File: config.mk
export PLATFORM = sky130hd
export DESIGN_NAME = board_matrix_driver_flat
export DESIGN_NICKNAME = d
export VERILOG_FILES = /design/src/rtl/board_matrix_driver_pkg.sv /design/src/rtl/board_matrix_driver_if.sv /design/src/rtl/board_matrix_driver_tick_divider.sv /design/src/rtl/board_matrix_driver.sv /design/src/flat_wrapper.sv
export SDC_FILE = /design/constraint.sdc
export NUM_CORES = 1
export LEC_CHECK = 0
export CORE_MARGIN = 2
export CORE_UTILIZATION = 60
export CTS_CLUSTER_DIAMETER = 200
export DETAILED_ROUTE_END_ITERATION = 16
export PLACE_DENSITY = 0.93
export SLEW_MARGIN = 25
export SYNTH_ARGS = -nofsm -noshare
export SYNTH_HDL_FRONTEND = slang
export SYNTH_HIERARCHICAL = 1
export SYNTH_SLANG_ARGS = --single-unit
File: constraint.sdc
create_clock -name clk -period 11 [get_ports clk]
set_input_delay 1.65 -clock clk [delete_from_list [all_inputs] [get_ports clk]]
set_output_delay 1.65 -clock clk [all_outputs]
set_load 0.02 [all_outputs]
File: src/rtl/board_matrix_driver_pkg.sv
// Shared definitions for the tic-tac-toe board interface and the dot-matrix renderer.
// Result codes, cell bit-index helpers and grid-line positions.
package board_matrix_driver_pkg;

  typedef enum logic [1:0] {
    RES_PLAY = 2'b00,
    RES_XWIN = 2'b01,
    RES_OWIN = 2'b10,
    RES_DRAW = 2'b11
  } result_e;

  typedef enum logic {
    PHASE_OFF = 1'b0,
    PHASE_ON  = 1'b1
  } phase_e;

  localparam logic [2:0]  GRID_ROW_A = 3'd2;
  localparam logic [2:0]  GRID_ROW_B = 3'd5;
  localparam int unsigned GRID_COL_A = 2;
  localparam int unsigned GRID_COL_B = 5;

  // Cell k runs 1..9; cell 1 occupies the top two bits of the board vector.
  function automatic int unsigned x_bit(input int unsigned k);
    return 18 - 2 * k;
  endfunction

  function automatic int unsigned o_bit(input int unsigned k);
    return 19 - 2 * k;
  endfunction

endpackage

File: src/rtl/board_matrix_driver_if.sv
// Board/result inputs and dot-matrix outputs between game logic and the renderer.
interface board_matrix_driver_if;
  import board_matrix_driver_pkg::*;

  logic        enable;
  logic [17:0] board;
  result_e     result;
  logic [7:0]  dot_row;
  logic [7:0]  dot_col;

  modport master (output enable, board, result, input dot_row, dot_col);
  modport slave  (input enable, board, result, output dot_row, dot_col);
endinterface

File: src/rtl/board_matrix_driver_tick_divider.sv
// Free-running 0..DIV-1 counter with a single-cycle tick on the wrap value.
module tick_divider #(
  parameter int unsigned DIV = 4
) (
  input  logic clk,
  input  logic rst,
  input  logic clr,
  output logic tick
);

  localparam int unsigned W = (DIV > 1) ? $clog2(DIV) : 1;
  localparam logic [W-1:0] LAST = W'(DIV - 1);

  logic [W-1:0] cnt_q, cnt_d;

  assign tick = ~clr & (cnt_q == LAST);

  always_comb begin
    cnt_d = cnt_q + 1'b1;
    if (clr || tick) cnt_d = '0;
  end

  always_ff @(posedge clk or posedge rst) begin
    if (rst) cnt_q <= '0;
    else     cnt_q <= cnt_d;
  end

endmodule

File: src/rtl/board_matrix_driver.sv
// Row-scanned 8x8 renderer of the tic-tac-toe board with per-frame snapshot
// and whole-image blinking while a game result is set.
module board_matrix_driver
  import board_matrix_driver_pkg::*;
#(
  parameter int unsigned SCAN_DIV  = 25000,
  parameter int unsigned BLINK_DIV = 6250000
) (
  input logic                  clk,
  input logic                  rst,
  board_matrix_driver_if.slave mat
);

  logic        scan_tick, blink_tick, scan_clr, blink_clr;
  logic [2:0]  row_q, row_d;
  logic [17:0] snap_q, snap_d;
  logic [7:0]  pat_q, pat_d;
  logic [7:0]  dot_row_q, dot_row_d;
  logic [7:0]  dot_col_q, dot_col_d;
  phase_e      phase_q, phase_d;

  assign scan_clr  = ~mat.enable;
  assign blink_clr = ~mat.enable | (mat.result == RES_PLAY);

  tick_divider #(.DIV(SCAN_DIV)) u_scan_div (
    .clk (clk), .rst (rst), .clr (scan_clr), .tick (scan_tick)
  );

  tick_divider #(.DIV(BLINK_DIV)) u_blink_div (
    .clk (clk), .rst (rst), .clr (blink_clr), .tick (blink_tick)
  );

  function automatic logic [7:0] row_pattern(input logic [2:0] r, input logic [17:0] b);
    logic [7:0]  p;
    logic [17:0] sh;
    int unsigned i, s, k;
    p = '0;
    if (r == GRID_ROW_A || r == GRID_ROW_B) begin
      p = '1;
    end else begin
      p = (8'b1 << GRID_COL_A) | (8'b1 << GRID_COL_B);
      if (r >= 3'd6)      i = 2;
      else if (r >= 3'd3) i = 1;
      else                i = 0;
      s = {29'd0, r} - 3 * i;
      for (int unsigned j = 0; j < 3; j++) begin
        k  = 3 * i + j + 1;
        sh = b >> o_bit(k);
        if (sh[0]) begin
          p = p | (8'b11 << (3 * j));
        end else begin
          sh = b >> x_bit(k);
          if (sh[0]) p = p | (8'b1 << (3 * j + s));
        end
      end
    end
    return p;
  endfunction

  always_comb begin
    row_d     = row_q;
    snap_d    = snap_q;
    pat_d     = pat_q;
    dot_row_d = dot_row_q;
    phase_d   = phase_q;
    if (!mat.enable) begin
      row_d     = 3'd7;
      snap_d    = '0;
      pat_d     = '0;
      dot_row_d = '0;
      phase_d   = PHASE_ON;
    end else begin
      if (scan_tick) begin
        row_d = row_q + 3'd1;
        if (row_d == 3'd0) snap_d = mat.board;
        pat_d     = row_pattern(row_d, snap_d);
        dot_row_d = 8'b1 << row_d;
      end
      if (mat.result == RES_PLAY) phase_d = PHASE_ON;
      else if (blink_tick)        phase_d = (phase_q == PHASE_ON) ? PHASE_OFF : PHASE_ON;
    end
    // pat_q keeps the unblanked row so a blink-on edge can restore it without a tick.
    dot_col_d = (phase_d == PHASE_ON) ? pat_d : '0;
  end

  always_ff @(posedge clk or posedge rst) begin
    if (rst) begin
      row_q     <= 3'd7;
      snap_q    <= '0;
      pat_q     <= '0;
      dot_row_q <= '0;
      dot_col_q <= '0;
      phase_q   <= PHASE_ON;
    end else begin
      row_q     <= row_d;
      snap_q    <= snap_d;
      pat_q     <= pat_d;
      dot_row_q <= dot_row_d;
      dot_col_q <= dot_col_d;
      phase_q   <= phase_d;
    end
  end

  assign mat.dot_row = dot_row_q;
  assign mat.dot_col = dot_col_q;

endmodule

File: src/flat_wrapper.sv
// flat-port wrapper written by rule: the top's interface ports become plain ports
module board_matrix_driver_flat import board_matrix_driver_pkg::*;
#(
  parameter int unsigned SCAN_DIV  = 25000,
  parameter int unsigned BLINK_DIV = 6250000
)
  (clk, rst, mat_enable, mat_board, mat_result, mat_dot_row, mat_dot_col);
  board_matrix_driver_if mat_i ();
  input logic clk;
  input logic rst;
  input wire logic [$bits(mat_i.enable)-1:0] mat_enable;
  input wire logic [$bits(mat_i.board)-1:0] mat_board;
  input wire logic [$bits(mat_i.result)-1:0] mat_result;
  output wire logic [$bits(mat_i.dot_row)-1:0] mat_dot_row;
  output wire logic [$bits(mat_i.dot_col)-1:0] mat_dot_col;
  assign mat_i.enable = mat_enable;
  assign mat_i.board = mat_board;
  assign mat_i.result = mat_result;
  assign mat_dot_row = mat_i.dot_row;
  assign mat_dot_col = mat_i.dot_col;
  board_matrix_driver #(.SCAN_DIV(SCAN_DIV), .BLINK_DIV(BLINK_DIV)) u_core (.clk(clk), .rst(rst), .mat(mat_i));
endmodule
==> out/results.ini <==
[sta]
fin_setup_tns_ps = 0
skew_ps = 11.8
min_period_ps = 4850
fin_crit_sh_pct = 44.1
finalMaxSlewViolations = 0
rsz0062_at_grt = false
tightest_slew_ps = 955
setup_violations = 0
holdWs_ps = 479
max_freq_mhz = 206
hold_viol = 0
max_slew_margin_pct = 36.2

[clocking]
post_cts_buffers = 0
holdBufCountCts = 0
cts_tree = built
ctsResizeCount = 0
cts.sinks = 84
path_clk_slew_ps = 80
cts_made_buffers = 9
cts_root_buffer = clkbuf_8
clk_latency_ps = 350
clockBufferDepth = 2
htree_levels = 3

[worst_hold_path]
worstHoldPathCells = 1
min_path_type = register to register
min_to = u_core/u_scan_div/cnt_q[0]
min_from = u_core/u_scan_div/cnt_q[0]

[placed_design]
gp_congestion = 1.02
place_hpwl_mm = 7.46
io_buffers = 38
dp.cells = 636

[finish]
area_growth_pct = 12.0
layout-drive-gt1-share_pct = 8.73
antenna_cells = 0
fin_nets = 584
stdcell_count = 652
fin_util_pct = 69.5
fillers = 573

[floorplan]
core_um2 = 7730
ioPinCount = 39
die_h_um = 93.4
rows = 32
die_x_um = 93.4
die_area_um2 = 8720
start_util_pct = 62.0

[run_status]
status = finished clean

[global_route]
grt_start_max_net_pins = 47
grt_pass1_vias = 3766
grt_pass1_wl_mm = 17.4
grt_overflow = 0
grt.total_usage_pct = 25.3
grt_antenna_before_repair = 0

[critical_path]
cp-start-kind = register
r2r_end = u_core/pat_q[6]
cp_top_family = compound AO/OA/AOI/OAI gates
rr_startpoint = u_core/row_q[0]
cp-end-kind = register
r2r_cells = 16
path_max_fanout = 21
crit_start = u_core/row_q[0]
max_stage_delay_ps = 690
cp_num_buf_inv = 3
cp_cell_sequence = ha_1 > xnor2_2 > o21ai_1 > nand2_1 > ha_1 > inv_1 > fa_1 > xor2_2 > inv_1 > ha_1 > inv_1 > o211ai_1 > or4_4 > a2111oi_4 > a221oi_2 > a21oi_1
worstPathRequired_ps = 11270
critPathKind = register to register
reg2reg_slack_ps = 6150
crit_slowest_cell = xnor2_2
crit_arrival_ps = 5120

[routing]
drtIter0Drc = 247
drcViolationCount = 0
post_drt_wl_per_cell_um = 16.0
num_vias = 3951
wirelength_mm = 10.4
detail-route-antenna-nets = 0
firstDrtPassIters = 4
routed_via_density = 6.06

[synthesis]
ys_seq_elements = 84
synth_edf_count = 0
synthCells = 514
syn_area_per_cell_um2 = 9.33
async_flop_share_pct = 100
synthesis.area_um2 = 4790
ys_types = 75
seq_area_frac_synth_pct = 43.9
synthesis.nets = 553
synth_flop_cell = dfrtp_1
ys_warn_count = 6

[pwr]
p_per_area_nw_per_um2 = 99.0
switching_share_pct = 23.9
p_int_w = 0.000405
p_comb_share_pct = 6.0
irDropWorstVdd_mv = 0.0538
clkPwrFrac_pct = 35.4
pwr-share-seq_pct = 58.6
p_leak_nw = 2.24
finalPower_w = 0.000532
p_sw_w = 0.000127

[flow_run]
maxCapViolCount = 0

-- metrics by stage --
step,instance area (um^2),setup WS [ps]
after global placement,5200,6410
after floorplan,4790,6790
final,5370,6150
after CTS,5370,6230
after global routing,5370,5770
after detailed placement,5200,6240
-- cell usage after synthesis, types with 3 or more instances --
cell type / n / share of area (%)
dfstp_2: 4 / 2.2
nor2b_1: 4 / 0.52
dfrtp_1: 80 / 42
xor2_1: 7 / 1.3
a221oi_1: 4 / 0.73
xnor2_1: 22 / 4.0
and3_2: 3 / 0.47
nand3_1: 19 / 2.0
a31oi_1: 7 / 0.91
and3_1: 12 / 1.6
nand2_1: 58 / 4.5
inv_1: 21 / 1.6
and2_1: 5 / 0.65
clkbuf_1: 9 / 0.70
buf_2: 4 / 0.42
ha_1: 15 / 3.9
nand4_1: 16 / 2.1
or4_4: 4 / 0.94
a221o_1: 3 / 0.63
nand4b_1: 3 / 0.55
mux2i_1: 4 / 0.84
nor4_1: 5 / 0.65
a21oi_1: 46 / 4.8
nor3_1: 10 / 1.0
nor2_1: 46 / 3.6
o21ai_0: 20 / 2.1
or3_1: 4 / 0.52
o31ai_1: 3 / 0.47
nand2b_1: 16 / 2.1
and4_1: 3 / 0.55
or4_1: 5 / 0.78
-- cells in the final DEF (no fill, tap or decap), types with 12 or more instances in the layout --
master and instances:
a21oi_1 46, and3_1 12, clkdlybuf4s50_1 38, dfrtp_1 80, ha_1 15, inv_1 20
nand2_1 58, nand2b_1 16, nand3_1 19, nand4_1 16, nor2_1 46, o21ai_0 20
xnor2_1 22
-- final cells by class --
type	count	area, um^2	share of cell area [%]
clock buffer	12	135	2.52
clock inverter	4	26.3	0.490
inverter	22	83.8	1.56
multi-input combinational	389	2500	46.6
sequential	84	2110	39.3
tap	102	128	2.38
timing repair buffer	39	388	7.23
-- power groups by stage --
stage,Combinational [W],Clock (W),Sequential (W)
3_3_place_gp,0.0000310,0,0.000318
6_report,0.0000319,0.000188,0.000312
4_1_cts,0.0000321,0.000194,0.000312
2_1_floorplan,0.0000197,0,0.000317
5_1_grt,0.0000352,0.000207,0.000312
3_5_place_dp,0.0000320,0,0.000318
-- state kept, by name, summed over array words and instances, names as in the netlist --
register,flops
u_core/mat.dot_col,8
u_core/mat.dot_row,8
u_core/phase_q,1
u_core/pat_q,8
u_core/u_scan_div/cnt_q,15
u_core/snap_q,18
u_core/u_blink_div/cnt_q,23
u_core/row_q,3
-- kinds of logic after synthesis --
group	share of synthesized area, %
AOI/OAI and AO/OA	14.1
xor gates and xnor gates	5.98
adders and majority gates	4.33
buffers and inverters	3.91
DFF	43.9
muxes	1.07
other	0.0782
and+or+nand+nor	26.6
-- how the worst max path moves through the flow --
stage	cells after the start	to	slack (ps)
6_report	16	u_core/pat_q[6]	6150
5_1_grt	16	u_core/pat_q[4]	5770
4_1_cts	16	u_core/pat_q[4]	6230
3_5_place_dp	16	u_core/pat_q[0]	6240
3_3_place_gp	16	u_core/pat_q[4]	6410
2_1_floorplan	17	u_core/mat.dot_col[4]	6790
-- per-layer routing --
metal  part of all wire (%)  GRT usage, %  vias to the layer above
li1                       -             -                     1890
met1                     45          34.7                     1894
met2                     48          40.2                      146
met3                    5.5          4.03                       21
met4                    1.8          10.4                        0
met5                      0             0                        -
Power figures use the tool's default switching activity.
==> variant 1: new RTL, same settings <==
`SCAN_DIV` is set to 25000 in 2 places; all go to 12500.
--- a/src/rtl/board_matrix_driver.sv
+++ b/src/rtl/board_matrix_driver.sv
@@ -4,5 +4,5 @@
   import board_matrix_driver_pkg::*;
 #(
-  parameter int unsigned SCAN_DIV  = 25000,
+  parameter int unsigned SCAN_DIV  = 12500,
   parameter int unsigned BLINK_DIV = 6250000
 ) (
--- a/src/flat_wrapper.sv
+++ b/src/flat_wrapper.sv
@@ -2,5 +2,5 @@
 module board_matrix_driver_flat import board_matrix_driver_pkg::*;
 #(
-  parameter int unsigned SCAN_DIV  = 25000,
+  parameter int unsigned SCAN_DIV  = 12500,
   parameter int unsigned BLINK_DIV = 6250000
 )
Behaviour: no difference found for any inputs over 4 cycles, from zero or initial values and one cycle with rst high; that may be too few to reach the edited logic, so the function may still have changed.
==> variant 1 against the unedited design <==
Sequential share of layout area is 0.64 points lower; area after synthesis is 0.70% lower; worst setup slack got worse by 0.24 ns; highest routed layer unchanged; die area decreased by 0.67%; final area is 0.44% higher; critical endpoint is now u_core/mat.dot_col[0]$_DFF_PP0_; hold slack improved by 0.017 ns; critical path type unchanged; largest cell class unchanged; via count is 3.0% higher; total power rose by 10%; global-route usage is 1.4 points higher; final cell count fell by 0.15%; sequential cell count down 1; wire length rose by 5.0%.
==> variant 1: results (changes against the unedited design) <==
synthXorXnorAreaFrac_pct: 5.834  # -0.14 points
rrSetupSlack_ns: 5.91  # -0.24 ns
routabilityCongestion: 0.9622  # -5.4%
nNonClkBuffers: 38  # -2.6%
synth_top_area_share_pct: 41.52  # -0.23 points
crit_family: "adder cells"
slowest_delay_ns: 0.72  # +0.03 ns
use_met3_pct: 5.238  # +1.2 points
regToRegEndpoint: "u_core/mat.dot_col[0]$_DFF_PP0_"
outcome: "finished, final reports clean"
pre_cts_slack_ns: 5.839  # -0.4036 ns
yosysSeqAreaShare_pct: 43.73  # -0.21 points
pwr_density_cell_nw_per_um2: 108.6  # +9.7%
wl_per_cell_um: 16.83  # +5.1%
seq_cells: 83  # -1.2%
drt_iter0_markers: 345  # +40%
multiInputGateArea_um2: 2494  # -0.25%
multi_input_cells: 390  # +0.26%
peakVddDrop_mv: 0.07162  # +33%
dr_wl_met2_um: 5303  # +6.6%
drt_first_pass_iters: 5  # +1
tightest_slew_ns: 0.9251  # -0.03017 ns
synth_adder_area_share_pct: 4.625  # +0.29 points
endpoint: "u_core/mat.dot_col[0]$_DFF_PP0_"
reg_top3: "u_core/u_blink_div/cnt_q x23, u_core/snap_q x18, u_core/u_scan_div/cnt_q x14"
syn_nets: 554  # +0.18%
use_met1_pct: 36.16  # +1.4 points
clock_skew_ns: 0.009440  # -0.002406 ns
fillCellCount: 575  # +0.35%
grt_pass1_wl_um: 18290  # +4.9%
ys_top_cells_by_area: "dfrtp_1 42%, nand2_1 4.9%, a21oi_1 4.8%"
worstHoldStart: "u_core/u_blink_div/cnt_q[0]$_DFF_PP0_"
use_met2_pct: 43.24  # +3.0 points
buffer_area_share_pct: 7.055  # -0.17 points
synth_mux_area_share_pct: 1.078  # +0.0076 points
place_area_um2: 5166  # -0.75%
n_clock_buffer: 10  # -2
holdWs_ns: 0.4963  # +0.01694 ns
grt_pass1_vias: 3859  # +2.5%
synth_compound_gate_area_share_pct: 14.40  # +0.28 points
holdPathEnd: "u_core/u_blink_div/cnt_q[0]$_DFF_PP0_"
dpl.cell_count: 635  # -0.16%
drt-total-wl_um: 10960  # +5.0%
-- variant 1: cell count changes in the layout (fill, tap and decap cells not counted), moves of 2 or more --
cell	delta
xnor2_1	-2
bufinv_16	+2
clkinv_2	-2
nor4_1	+2
nor2_1	-2
nand2_1	+4
clkbuf_1	-2
-- variant 1: cell families (layout without fill, tap and decap cells) --
kind of cell / Yosys count / count (layout)
buffers and inverters: 41 / 76
AND/OR/NAND/NOR: 232 / 232
AO/OA/AOI/OAI: 105 / 105
XOR/XNOR: 30 / 30
adder cells (fa/ha/maj): 17 / 17
other: 1 / 1
flip-flops: 83 / 83
multiplexers: 5 / 5
-- variant 1: power breakdown --
part | internal (W) | leakage, nW | switching (W)
Sequential | 0.000306 | 1.14 | 0.00000180
Clock | 0.000131 | 0.109 | 0.000115
Combinational | 0.0000126 | 0.998 | 0.0000191
==> variant 2: new RTL, config.mk and constraints unchanged <==
Without the edit above. Reset style: synchronous (`rst`), changed in 2 clocked blocks.
--- a/src/rtl/board_matrix_driver_tick_divider.sv
+++ b/src/rtl/board_matrix_driver_tick_divider.sv
@@ -21,5 +21,5 @@
   end
 
-  always_ff @(posedge clk or posedge rst) begin
+  always_ff @(posedge clk) begin
     if (rst) cnt_q <= '0;
     else     cnt_q <= cnt_d;
--- a/src/rtl/board_matrix_driver.sv
+++ b/src/rtl/board_matrix_driver.sv
@@ -84,5 +84,5 @@
   end
 
-  always_ff @(posedge clk or posedge rst) begin
+  always_ff @(posedge clk) begin
     if (rst) begin
       row_q     <= 3'd7;
Function: same outputs for any inputs over 4 cycles, from zero or initial values and one cycle with rst high; that may be too few to reach the edited logic, so the function may still have changed.
==> variant 2 against the unedited design <==
Clock skew decreased by 0.0026 ns; hold slack got worse by 0.024 ns; sequential cell count unchanged; final area decreased by 5.9%; total power increased by 4.7%; synthesized cell count increased by 1.4%; wire length decreased by 2.5%; combinational power decreased by 21%; largest cell class unchanged; area after synthesis decreased by 6.7%; non-clock buffer count decreased by 1; worst setup slack improved by 0.22 ns; largest power group unchanged.
==> variant 2: results (changes against the unedited design) <==
outcome: "finished, final reports clean"
synthTopCellsByCount: "84 x dfxtp_1, 59 x nand2_1, 53 x nor2_1, 43 x a21oi_1, 23 x nand3_1"
max_freq_ghz: 0.2163  # +4.9%
crit_family: "adder cells"
grt_pass1_wl_um: 17350  # -0.52%
grt_max_degree: 31  # -34%
crit_fanout: 9  # -57%
async_flop_share_pct: 0  # -100 points
pwr-share-clk_pct: 40.7  # +5.3 points
multiInputGateArea_um2: 2587  # +3.5%
r2r_start: "u_core/row_q[0]$_SDFFE_PP1P_"
seq_share_pct: 33.28  # -6.0 points
buffer_area_share_pct: 7.527  # +0.30 points
layout-drive-gt1-share_pct: 7.414  # -1.3 points
drt_iter0_markers: 282  # +14%
synthFlopType: "dfxtp_1"
arrival_ns: 4.91  # -0.21 ns
yosysSeqAreaShare_pct: 37.60  # -6.3 points
multi_input_cells: 398  # +2.3%
slowest_delay_ns: 0.49  # -0.20 ns
rrSetupSlack_ns: 6.38  # +0.22 ns
regArea_um2: 1682  # -20%
clock_skew_ns: 0.009255  # -0.002591 ns
place_area_um2: 4840  # -7.0%
power.internal_w: 0.0004244  # +4.8%
slowest_stage: "dfxtp_1"
vias: 3970  # +0.48%
endpoint: "u_core/mat.dot_col[6]$_SDFF_PP0_"
seq_cells: 84  # unchanged
syn_avg_cell_area_um2: 8.583  # -8.0%
use_met2_pct: 46.62  # +6.4 points
r2r_cells: 15  # -1
fillCellCount: 544  # -5.1%
drt_first_pass_iters: 5  # +1
peakVddDrop_mv: 0.09094  # +69%
[variant 2: cell count changes after synthesis, moves of 7 or more]
cell / before / now
nor2_1: 46 / 53
mux2i_1: 4 / 12
xnor2_1: 22 / 15
dfxtp_1: 0 / 84
dfrtp_1: 80 / 0
and3_1: 12 / 4
[variant 2: kinds of logic (layout without fill, tap and decap cells)]
group,count (synthesis),count (layout),share of synthesized area (%)
buffers and inverters,39,71,4.644
other,1,1,0.08386
DFF,84,84,37.60
muxes,15,15,3.945
adders and majority gates,18,18,5.204
and+or+nand+nor,231,231,26.69
xor gates and xnor gates,30,30,6.380
AOI/OAI and AO/OA,103,103,15.45
[variant 2: metrics by stage]
step | hold WS [ns] | setup slack [ns]
after CTS | 0.4548 | 6.450
after detailed placement | 0.4358 | 6.465
after floorplan | 0.4175 | 6.997
after global placement | 0.4258 | 6.749
final | 0.4555 | 6.376
after global routing | 0.4820 | 6.066
[variant 2: how the worst min path moves through the flow]
stage                                                  to  cells past startpoint                                  start
global placement    u_core/u_scan_div/cnt_q[0]$_SDFF_PP0_                      1  u_core/u_scan_div/cnt_q[0]$_SDFF_PP0_
finish              u_core/u_scan_div/cnt_q[0]$_SDFF_PP0_                      1  u_core/u_scan_div/cnt_q[0]$_SDFF_PP0_
global route                                     register                      2                               register
detailed placement  u_core/u_scan_div/cnt_q[0]$_SDFF_PP0_                      1  u_core/u_scan_div/cnt_q[0]$_SDFF_PP0_
floorplan           u_core/u_scan_div/cnt_q[0]$_SDFF_PP0_                      1  u_core/u_scan_div/cnt_q[0]$_SDFF_PP0_
CTS                 u_core/u_scan_div/cnt_q[0]$_SDFF_PP0_                      1  u_core/u_scan_div/cnt_q[0]$_SDFF_PP0_
